<file path="config.mk">
export PLATFORM = sky130hd
export DESIGN_NAME = tt_sweep_capture
export DESIGN_NICKNAME = d
export VERILOG_FILES = /design/src/rtl/tt_pkg.sv /design/src/rtl/tt_capture_pipe.sv /design/src/rtl/tt_sweep_capture.sv
export SDC_FILE = /design/constraint.sdc
export NUM_CORES = 1
export LEC_CHECK = 0
export ABC_AREA = 0
export BUFFER_PORTS_ARGS = -buffer_cell sky130_fd_sc_hd__buf_2
export CORE_ASPECT_RATIO = 1.4
export CORE_MARGIN = 1
export CORE_UTILIZATION = 59
export CTS_CLUSTER_DIAMETER = 80
export CTS_CLUSTER_SIZE = 20
export DETAILED_ROUTE_END_ITERATION = 10
export PLACE_DENSITY = 0.85
export SLEW_MARGIN = 5
export SYNTH_ARGS = -nofsm -noshare
export SYNTH_HDL_FRONTEND = slang
export SYNTH_HIERARCHICAL = 1
export SYNTH_SLANG_ARGS = --single-unit
</file>
<file path="constraint.sdc">
create_clock -name i_clk -period 11.42 [get_ports i_clk]
set_clock_uncertainty 0.05 [all_clocks]
set_input_delay 3.426 -clock i_clk [delete_from_list [all_inputs] [get_ports i_clk]]
set_output_delay 3.426 -clock i_clk [all_outputs]
set_load 0.02 [all_outputs]
</file>
<file path="src/rtl/tt_pkg.sv">
// Shared widths, FSM state type and Chow-parameter container for the
// truth-table sweep/capture block.
package tt_pkg;

  localparam int N_IN   = 7;
  localparam int TT_W   = 1 << N_IN;
  localparam int CHOW_W = 7;
  localparam int ONES_W = 8;

  typedef enum logic [1:0] {
    S_IDLE,
    S_SWEEP,
    S_DRAIN,
    S_HOLD
  } tt_state_t;

  typedef logic [N_IN-1:0][CHOW_W-1:0] chow_t;

  // Field i lands in bits [7i+6:7i] of the flat output bus.
  function automatic logic [N_IN*CHOW_W-1:0] pack_chow(input chow_t c);
    logic [N_IN*CHOW_W-1:0] v;
    v = '0;
    for (int i = 0; i < N_IN; i++) begin
      v[i*CHOW_W +: CHOW_W] = c[i];
    end
    return v;
  endfunction

endpackage

</file>
<file path="src/rtl/tt_capture_pipe.sv">
// Delays {valid, idx} by LAT cycles so each FUT output bit is paired with the
// vector that produced it; LAT=0 is a straight wire.
module tt_capture_pipe #(
  parameter int LAT  = 0,
  parameter int N_IN = 7
) (
  input  logic            i_clk,
  input  logic            i_rst,
  input  logic            i_valid,
  input  logic [N_IN-1:0] i_idx,
  output logic            o_valid,
  output logic [N_IN-1:0] o_idx
);

  generate
    if (LAT == 0) begin : g_bypass
      logic w_unused_clk_rst;
      assign w_unused_clk_rst = i_clk ^ i_rst;
      assign o_valid = i_valid;
      assign o_idx   = i_idx;
    end else begin : g_pipe
      logic [LAT-1:0]  r_valid;
      logic [N_IN-1:0] r_idx [LAT];

      always_ff @(posedge i_clk or posedge i_rst) begin
        if (i_rst) begin
          r_valid <= '0;
        end else begin
          r_valid[0] <= i_valid;
          for (int i = 1; i < LAT; i++) begin
            r_valid[i] <= r_valid[i-1];
          end
        end
      end

      // NOTE: idx is only ever consumed when its valid flag is set, so the
      // index storage carries no reset; flushing the valid bits is enough.
      always_ff @(posedge i_clk) begin
        r_idx[0] <= i_idx;
        for (int i = 1; i < LAT; i++) begin
          r_idx[i] <= r_idx[i-1];
        end
      end

      assign o_valid = r_valid[LAT-1];
      assign o_idx   = r_idx[LAT-1];
    end
  endgenerate

endmodule

</file>
<file path="src/rtl/tt_sweep_capture.sv">
// Sweeps all 2^N_IN input vectors through an external FUT, captures its truth
// table plus Chow parameters, and offers the result on a valid/ready port.
module tt_sweep_capture #(
  parameter int N_IN = 7,
  parameter int LAT  = 0
) (
  input  logic                              i_clk,
  input  logic                              i_rst,
  input  logic                              i_start,
  output logic                              o_busy,
  output logic [N_IN-1:0]                   o_x,
  input  logic                              i_f_in,
  output logic [(1<<N_IN)-1:0]              o_tt,
  output logic [tt_pkg::ONES_W-1:0]         o_ones,
  output logic [N_IN*tt_pkg::CHOW_W-1:0]    o_chow,
  output logic                              o_tt_valid,
  input  logic                              i_tt_ready
);
  import tt_pkg::*;

  localparam logic [N_IN-1:0] X_LAST     = '1;
  localparam logic [1:0]      DRAIN_LAST = 2'(LAT > 0 ? LAT - 1 : 0);

  tt_state_t         r_state;
  tt_state_t         w_next_state;
  logic [N_IN-1:0]   r_x;
  logic [1:0]        r_drain_cnt;
  logic              r_busy;
  logic              r_tt_valid;
  logic [TT_W-1:0]   r_tt;
  logic [ONES_W-1:0] r_ones;
  chow_t             r_chow;

  logic              w_start_acc;
  logic              w_cap_valid;
  logic [N_IN-1:0]   w_cap_idx;

  assign w_start_acc = (r_state == S_IDLE) && i_start;

  always_comb begin
    // NOTE: every output of this block gets its default before the case, so
    // no path can leave it unassigned and infer a latch.
    w_next_state = r_state;
    unique case (r_state)
      S_IDLE:  if (i_start)          w_next_state = S_SWEEP;
      S_SWEEP: if (r_x == X_LAST)    w_next_state = (LAT > 0) ? S_DRAIN : S_HOLD;
      S_DRAIN: if (r_drain_cnt == '0) w_next_state = S_HOLD;
      S_HOLD:  if (i_tt_ready)       w_next_state = S_IDLE;
      default:                       w_next_state = S_IDLE;
    endcase
  end

  always_ff @(posedge i_clk or posedge i_rst) begin
    if (i_rst) begin
      r_state     <= S_IDLE;
      r_x         <= '0;
      r_drain_cnt <= '0;
      r_busy      <= 1'b0;
      r_tt_valid  <= 1'b0;
    end else begin
      // NOTE: non-blocking updates let every register see the pre-edge value
      // of the others, which is what the next-state logic assumed.
      r_state    <= w_next_state;
      r_busy     <= (w_next_state == S_SWEEP) || (w_next_state == S_DRAIN);
      r_tt_valid <= (w_next_state == S_HOLD);

      // The last increment wraps 127 -> 0, so x reads 0 outside the sweep.
      if (r_state == S_SWEEP) r_x <= r_x + N_IN'(1);
      else                    r_x <= '0;

      if (r_state == S_SWEEP)      r_drain_cnt <= DRAIN_LAST;
      else if (r_state == S_DRAIN) r_drain_cnt <= r_drain_cnt - 2'd1;
    end
  end

  tt_capture_pipe #(
    .LAT  (LAT),
    .N_IN (N_IN)
  ) u_pipe (
    .i_clk   (i_clk),
    .i_rst   (i_rst),
    .i_valid (r_state == S_SWEEP),
    .i_idx   (r_x),
    .o_valid (w_cap_valid),
    .o_idx   (w_cap_idx)
  );

  always_ff @(posedge i_clk or posedge i_rst) begin
    if (i_rst) begin
      r_tt   <= '0;
      r_ones <= '0;
      r_chow <= '0;
    end else if (w_start_acc) begin
      r_tt   <= '0;
      r_ones <= '0;
      r_chow <= '0;
    end else if (w_cap_valid) begin
      r_tt[w_cap_idx] <= i_f_in;
      if (i_f_in) begin
        r_ones <= r_ones + ONES_W'(1);
        for (int i = 0; i < N_IN; i++) begin
          if (w_cap_idx[i]) r_chow[i] <= r_chow[i] + CHOW_W'(1);
        end
      end
    end
  end

  assign o_busy     = r_busy;
  assign o_x        = r_x;
  assign o_tt       = r_tt;
  assign o_ones     = r_ones;
  assign o_chow     = pack_chow(r_chow);
  assign o_tt_valid = r_tt_valid;

endmodule

</file>
==> qor.yml, run 1 <==
synth:
  ys_ff_latch: 198
  ys_top_cells_by_area: "dfrtp_1 (52%), a21oi_1 (8.5%), o21ai_0 (7.7%), nand3_1 (7.5%), clkbuf_1 (2.0%)"
  synth.avg_cell_area_um2: 9.62
  yosysUniqueCellTypes: 47
  yosysSeqAreaShare_pct: 51.5
  synth.cells.most_frequent: "dfrtp_1 (198), a21oi_1 (164), o21ai_0 (148)"
  synth_edf_count: 0
  synthArstFlopShare_pct: 100
  ys.flop_type: "dfrtp_1"
  yosysTopAreaCellShare_pct: 51.5
  syn_nets: 1019
  synth_most_common_cell: "dfrtp_1"
  netlist_area_mm2: 0.00961
  yosysTopAreaCell: "dfrtp_1"
  ys_warn_count: 6
  syn_inst: 999
clock_tree:
  ctsRootBufferMaster: "clkbuf_16"
  h-tree-depth: 4
  clk_pin_slew_ns: 0.06
  hold_buffers: 0
  cts_inserted_buffers: 17
  cts_sinks: 198
  post_cts_buffers: 0
  cts_max_path_buffers: 2
  cts_tree: "yes"
  post_cts_resized: 0
  insertion_delay_ns: 0.44
pwr:
  cellPowerDensity_mw_per_mm2: 166
  ir_worst_vdd_uv: 197
  p_leak_uw: 0.00422
die:
  core-area_mm2: 0.0157
  fp.dieH_um: 153
  num_rows: 54
  start_util_pct: 61.1
  dieArea_mm2: 0.0168
  die_w_um: 110
  io_pins: 199
final_layout:
  syn_to_final_growth_pct: 14.1
  fin_area_mm2: 0.0110
  diodes: 0
  layout.nets: 1137
  drive_gt1_share_pct: 23.1
routing:
  via_per_inst: 6.51
  drcViolationCount: 0
  firstDrtPassIters: 6
  wl_per_cell_um: 20.2
  drt_iter0_markers: 1105
  ant_nets: 0
  via_count: 8637
  wirelength_mm: 26.8
sta:
  tns_ns: 0
  fin_ws_ns: 5.89
  rsz0062_at_grt: "no"
  period_needed_ns: 5.53
  min_period_over_period_pct: 48.4
  hold_violations: 0
  slew_headroom_pct: 15.2
  clock.fmax_mhz: 181
  tightest_slew_ns: 1.25
  slew_violations: 0
  setup_viol_count_final: 0
grt:
  grtUsageMet2_pct: 49.6
  grtUsageMet1_pct: 43.2
  grt-ovfl-total: 0
  grtUsageMet3_pct: 8.10
  grt_first_pass_wirelength_mm: 42.2
  antenna_found_initial: 0
  grt_max_degree: 117
  track_usage_pct: 32.7
  grt_pass1_vias: 8120
  grt-busiest-layer: "met2"
critical_path:
  crit_required_ns: 11.72
  cp.arrival_ns: 5.83
  crit_type: "input port to register"
  worstPathMaxFanout: 97
  reg2reg_depth: 5
  startpoint_type: "input port"
  worstSetupEndpointType: "register"
placed_design:
  pre_cts_ws_ns: 5.52
  placed_area_mm2: 0.0104
  port_buffers: 198
  detailed_place_hpwl_mm: 16.6
  place.gp.congestion: 0.836
status:
  status: "completed"
worst_hold_path:
  whs_path_depth: 2
  hp-class: "register to register"
run:
  drv_cap: 0
==> worst max-delay path: stages <==
cell and delay, ns:
buf_4 0.46, buf_4 0.86, nand4_2 0.30, or4_1 0.56, a21oi_1 0.15
==> worst paths after layout <==
| kind | end | slack (ns) | startpoint |
|---|---|---|---|
| max | o_chow[48] | 5.89 | i_f_in |
| min | r_drain_cnt[1] | 0.49 | r_drain_cnt[1] |
| max reg2reg | o_tt[12] | 8.13 | r_state[1] |
| min reg2reg | r_drain_cnt[1] | 0.49 | r_drain_cnt[1] |
| max in group asynchronous | o_tt[58] | 6.69 | i_rst |
| min in group asynchronous | o_tt[113] | 3.08 | i_rst |
==> routing by layer <==
layer,vias to the layer above,wire length [um],share of wire [%]
met4,0,1130,4.2
met2,494,12900,48
met1,4195,10200,38
met3,84,2600,9.7
met5,-,0,0
li1,3864,-,-
==> registers in the layout (all words and copies together), names as in the netlist <==
name         count
o_tt           128
o_chow          49
o_ones           8
o_x              7
r_drain_cnt      2
r_state          2
o_busy           1
o_tt_valid       1
==> layout make-up <==
class                   instances  area [um^2]
clock buffers                  21          470
inverters                       9         41.3
multi-input cells             685         4080
flip-flops and latches        198         4950
well taps                     196          245
clock inverters                11          125
repair buffers                206         1050
fillers                      1211         4770
==> cell families after synthesis <==
logic type	Yosys count	share of synthesized area [%]
XOR/XNOR	18	1.64
flip-flops	198	51.5
adder cells (fa/ha/maj)	15	1.95
AND/OR/NAND/NOR	310	20.0
AO/OA/AOI/OAI	335	18.1
buffers and inverters	116	6.09
multiplexers	7	0.729
==> placed cells by master (no fill, tap or decap), drive strengths merged, types with 5 or more instances in the layout <==
master and count:
mux2i 7, nand4bb 9, nor2 27, a21oi 164, nand4b 7, xor2 15
o21ai 150, clkinv 7, nor4b 5, or4 16, inv 9, nand4 16
buf 206, and4b 7, nand2 33, or4b 5, ha 15, clkbuf 21
dfrtp 198, or3 19, nand3 147, o31ai 15, nor4bb 6
==> through the flow <==
step                std cells  power [uW]  utilization [%]  hold slack [ns]
floorplan                 999        1100                -            0.444
global placement         1294        1210             65.9            0.475
detailed placement       1294        1230             65.9            0.481
CTS                      1326        1830             69.7            0.490
global route             1326        1910             69.7            0.508
finish                   1326        1820             69.7            0.489
==> power breakdown <==
group	total, uW	internal, uW	switching (uW)	leakage [uW]
registers	863	777	85.8	0.00215
logic	356	122	234	0.00178
clock network	606	340	265	0.000289
No activity file was read; power rests on OpenSTA's default activity.
==> run 2: changes to the inputs <==
--- a/config.mk
+++ b/config.mk
@@ -9,11 +9,11 @@
 export BUFFER_PORTS_ARGS = -buffer_cell sky130_fd_sc_hd__buf_2
 export CORE_ASPECT_RATIO = 1.4
 export CORE_MARGIN = 1
-export CORE_UTILIZATION = 59
+export CORE_UTILIZATION = 55
 export CTS_CLUSTER_DIAMETER = 80
 export CTS_CLUSTER_SIZE = 20
 export DETAILED_ROUTE_END_ITERATION = 10
-export PLACE_DENSITY = 0.85
+export PLACE_DENSITY = 0.8
 export SLEW_MARGIN = 5
 export SYNTH_ARGS = -nofsm -noshare
 export SYNTH_HDL_FRONTEND = slang
==> constraint.sdc (replaced) <==
create_clock -name i_clk -period 5.55 [get_ports i_clk]
set_clock_uncertainty 0.05 [all_clocks]
set_input_delay 1.665 -clock i_clk [delete_from_list [all_inputs] [get_ports i_clk]]
set_output_delay 1.665 -clock i_clk [all_outputs]
set_load 0.02 [all_outputs]
==> run 2 against run 1 <==
Net effect: sequential share of layout area is 0.47 points lower; global-route usage is 1.7 points lower; sequential cell count stayed put; die area is 7.2% higher; register-to-register slack worse by 5.9 ns; wire length is 1.9% higher; cell count is 2.6% higher; design area is 1.0% higher; total power is 110% higher; highest routed layer unchanged.
==> qor.yml, run 2 (synthesis results as in run 1) <==
sta:
  hold_violations: 0  # unchanged
  period_needed_ns: 3.34
  clock.fmax_mhz: 299
  timing.hold.ws_ns: 0.485  # -0.00358 ns
  min_period_over_period_pct: 60.2
  tightest_slew_ns: 1.21  # -0.0463 ns
  rsz0062_at_grt: "no"
  slew_violations: 0  # unchanged
  slew_headroom_pct: 18.3  # +3.1 points
  setup_viol_count_final: 0  # unchanged
  tns_ns: 0  # unchanged
critical_path:
  worstSetupEndpointType: "register"
  crit_start: "r_state[1]"
  crit_type: "register to register"
  regToRegStartpoint: "r_state[1]"
  crit_required_ns: 5.76  # -5.96 ns
  startpoint_type: "register"
  crit_chain: "inv_1 > ha_2 > nand4b_1 > o21ai_0 > a21oi_1"
  cp.arrival_ns: 3.55  # -2.28 ns
  cp_slowest_stage_delay_ns: 1.08  # +0.22 ns
  worstPathMaxFanout: 44  # -55%
  cpMaxStageDelayCell: "nand4b_1"
routing:
  wl_per_cell_um: 20.1  # -0.61%
  wirelength_mm: 27.3  # +1.9%
  drt_iter0_markers: 1208  # +9.3%
  via_per_inst: 6.37  # -2.2%
  ant_nets: 0  # unchanged
  firstDrtPassIters: 6  # unchanged
  drcViolationCount: 0  # unchanged
  via_count: 8666  # +0.34%
grt:
  antenna_found_initial: 0  # unchanged
  grt_pass1_vias: 8337  # +2.7%
  grt_max_degree: 199  # +70%
  grt-ovfl-total: 0  # unchanged
  grt_first_pass_wirelength_mm: 43.3  # +2.4%
  track_usage_pct: 31.0  # -1.7 points
final_layout:
  final_common_cell: "dfrtp_1"
  fillers: 1410  # +16%
  layout_common_cells: "dfrtp_1 (198), buf_2 (197), a21oi_1 (164)"
  fin_util_pct: 65.4  # -4.3 points
  largest_register_ffs: 128  # unchanged
  layout.nets: 1136  # -0.088%
  drive_gt1_share_pct: 23.0  # -0.14 points
  syn_to_final_growth_pct: 15.3
  diodes: 0  # unchanged
worst_hold_path:
  hp-class: "register to register"
  hp-start: "o_tt[29]"
die:
  io_pins: 199  # unchanged
  die_w_um: 114  # +3.5%
  num_rows: 56  # +3.7%
  dieArea_mm2: 0.0180  # +7.2%
  start_util_pct: 56.7  # -4.4 points
  core-area_mm2: 0.0170  # +7.7%
  fp.dieH_um: 158  # +3.5%
placed_design:
  detailed_place_hpwl_mm: 16.5  # -0.64%
  port_buffers: 198  # unchanged
  place.gp.congestion: 0.798  # -4.5%
clock_tree:
  ctsRootBufferMaster: "clkbuf_16"
  cts_inserted_buffers: 17  # unchanged
  cts_tree: "yes"
  post_cts_resized: 0  # unchanged
  cts_max_path_buffers: 2  # unchanged
  hold_buffers: 0  # unchanged
  cts_sinks: 198  # unchanged
  clk_pin_slew_ns: 0.07  # about the same
  insertion_delay_ns: 0.43  # about the same
  post_cts_buffers: 0  # unchanged
  h-tree-depth: 4  # unchanged
status:
  status: "completed"
pwr:
  cellPowerDensity_mw_per_mm2: 349  # +110%
  finalPower_uw: 3870  # +110%
  ir_worst_vdd_uv: 393  # +99%
  p_leak_uw: 0.00425  # +0.66%
run:
  drv_cap: 0  # unchanged
==> run 2: cell types whose count changed in the layout (fill, tap and decap cells not counted) <==
cell,change
bufinv_16,+3
clkbuf_8,-1
clkinv_4,-2
buf_12,+2
inv_6,+2
inv_8,-1
buf_4,-3
clkinvlp_4,-1
clkinv_2,-1
==> run 2: worst max-delay path: cells and delay by family, from the launching register on <==
family                   cells  cell delay (ns)
AND/OR/NAND/NOR              1             1.08
adder cells (fa/ha/maj)      1             0.82
AO/OA/AOI/OAI                2             0.64
flip-flops                   1             0.44
buffers and inverters        1             0.12
==> run 2: report_power, final <==
group          total (uW)  internal, uW  switching, uW
sequential           1770          1600            174
combinational         728           252            476
clock                1370           825            543
==> run 2: final cells by class <==
type	instances	area, um^2	area share [%]
timing repair buffer	205	1070	9.66
clock inverter	11	195	1.76
sequential	198	4950	44.7
inverter	9	37.5	0.339
multi-input combinational	685	4080	36.8
clock buffer	20	457	4.12
tap	232	290	2.62
==> run 2: metrics by stage <==
stage / instance area, um^2 / cells / worst slack (ns)
4_1_cts: 11100 / 1360 / 2.25
2_1_floorplan: 9620 / 999 / 1.27
5_1_grt: 11100 / 1360 / 2.10
6_report: 11100 / 1360 / 2.21
3_3_place_gp: 10400 / 1329 / 1.87
3_5_place_dp: 10400 / 1329 / 1.84
==> run 2: worst paths after layout <==
| kind | endpoint | slack [ns] | cells past startpoint |
|---|---|---|---|
| setup / recovery | o_tt[93] | 2.21 | 5 |
| hold / removal | o_tt[29] | 0.49 | 2 |
| setup reg to reg | o_tt[93] | 2.21 | 5 |
| hold reg to reg | o_tt[29] | 0.49 | 2 |
| max in group asynchronous | o_tt[28] | 3.13 | 3 |
| min in group asynchronous | o_tt[111] | 1.45 | 3 |
==> run 2: per-layer routing <==
| layer | vias up | part of all wire, % | GRT usage, % | wire length [um] |
|---|---|---|---|---|
| li1 | 3862 | - | - | - |
| met1 | 4291 | 38 | 38.6 | 10500 |
| met2 | 437 | 50 | 51.1 | 13600 |
| met3 | 76 | 7.6 | 6.20 | 2070 |
| met4 | 0 | 4.3 | 16.5 | 1190 |
| met5 | - | 0 | 0 | 0 |
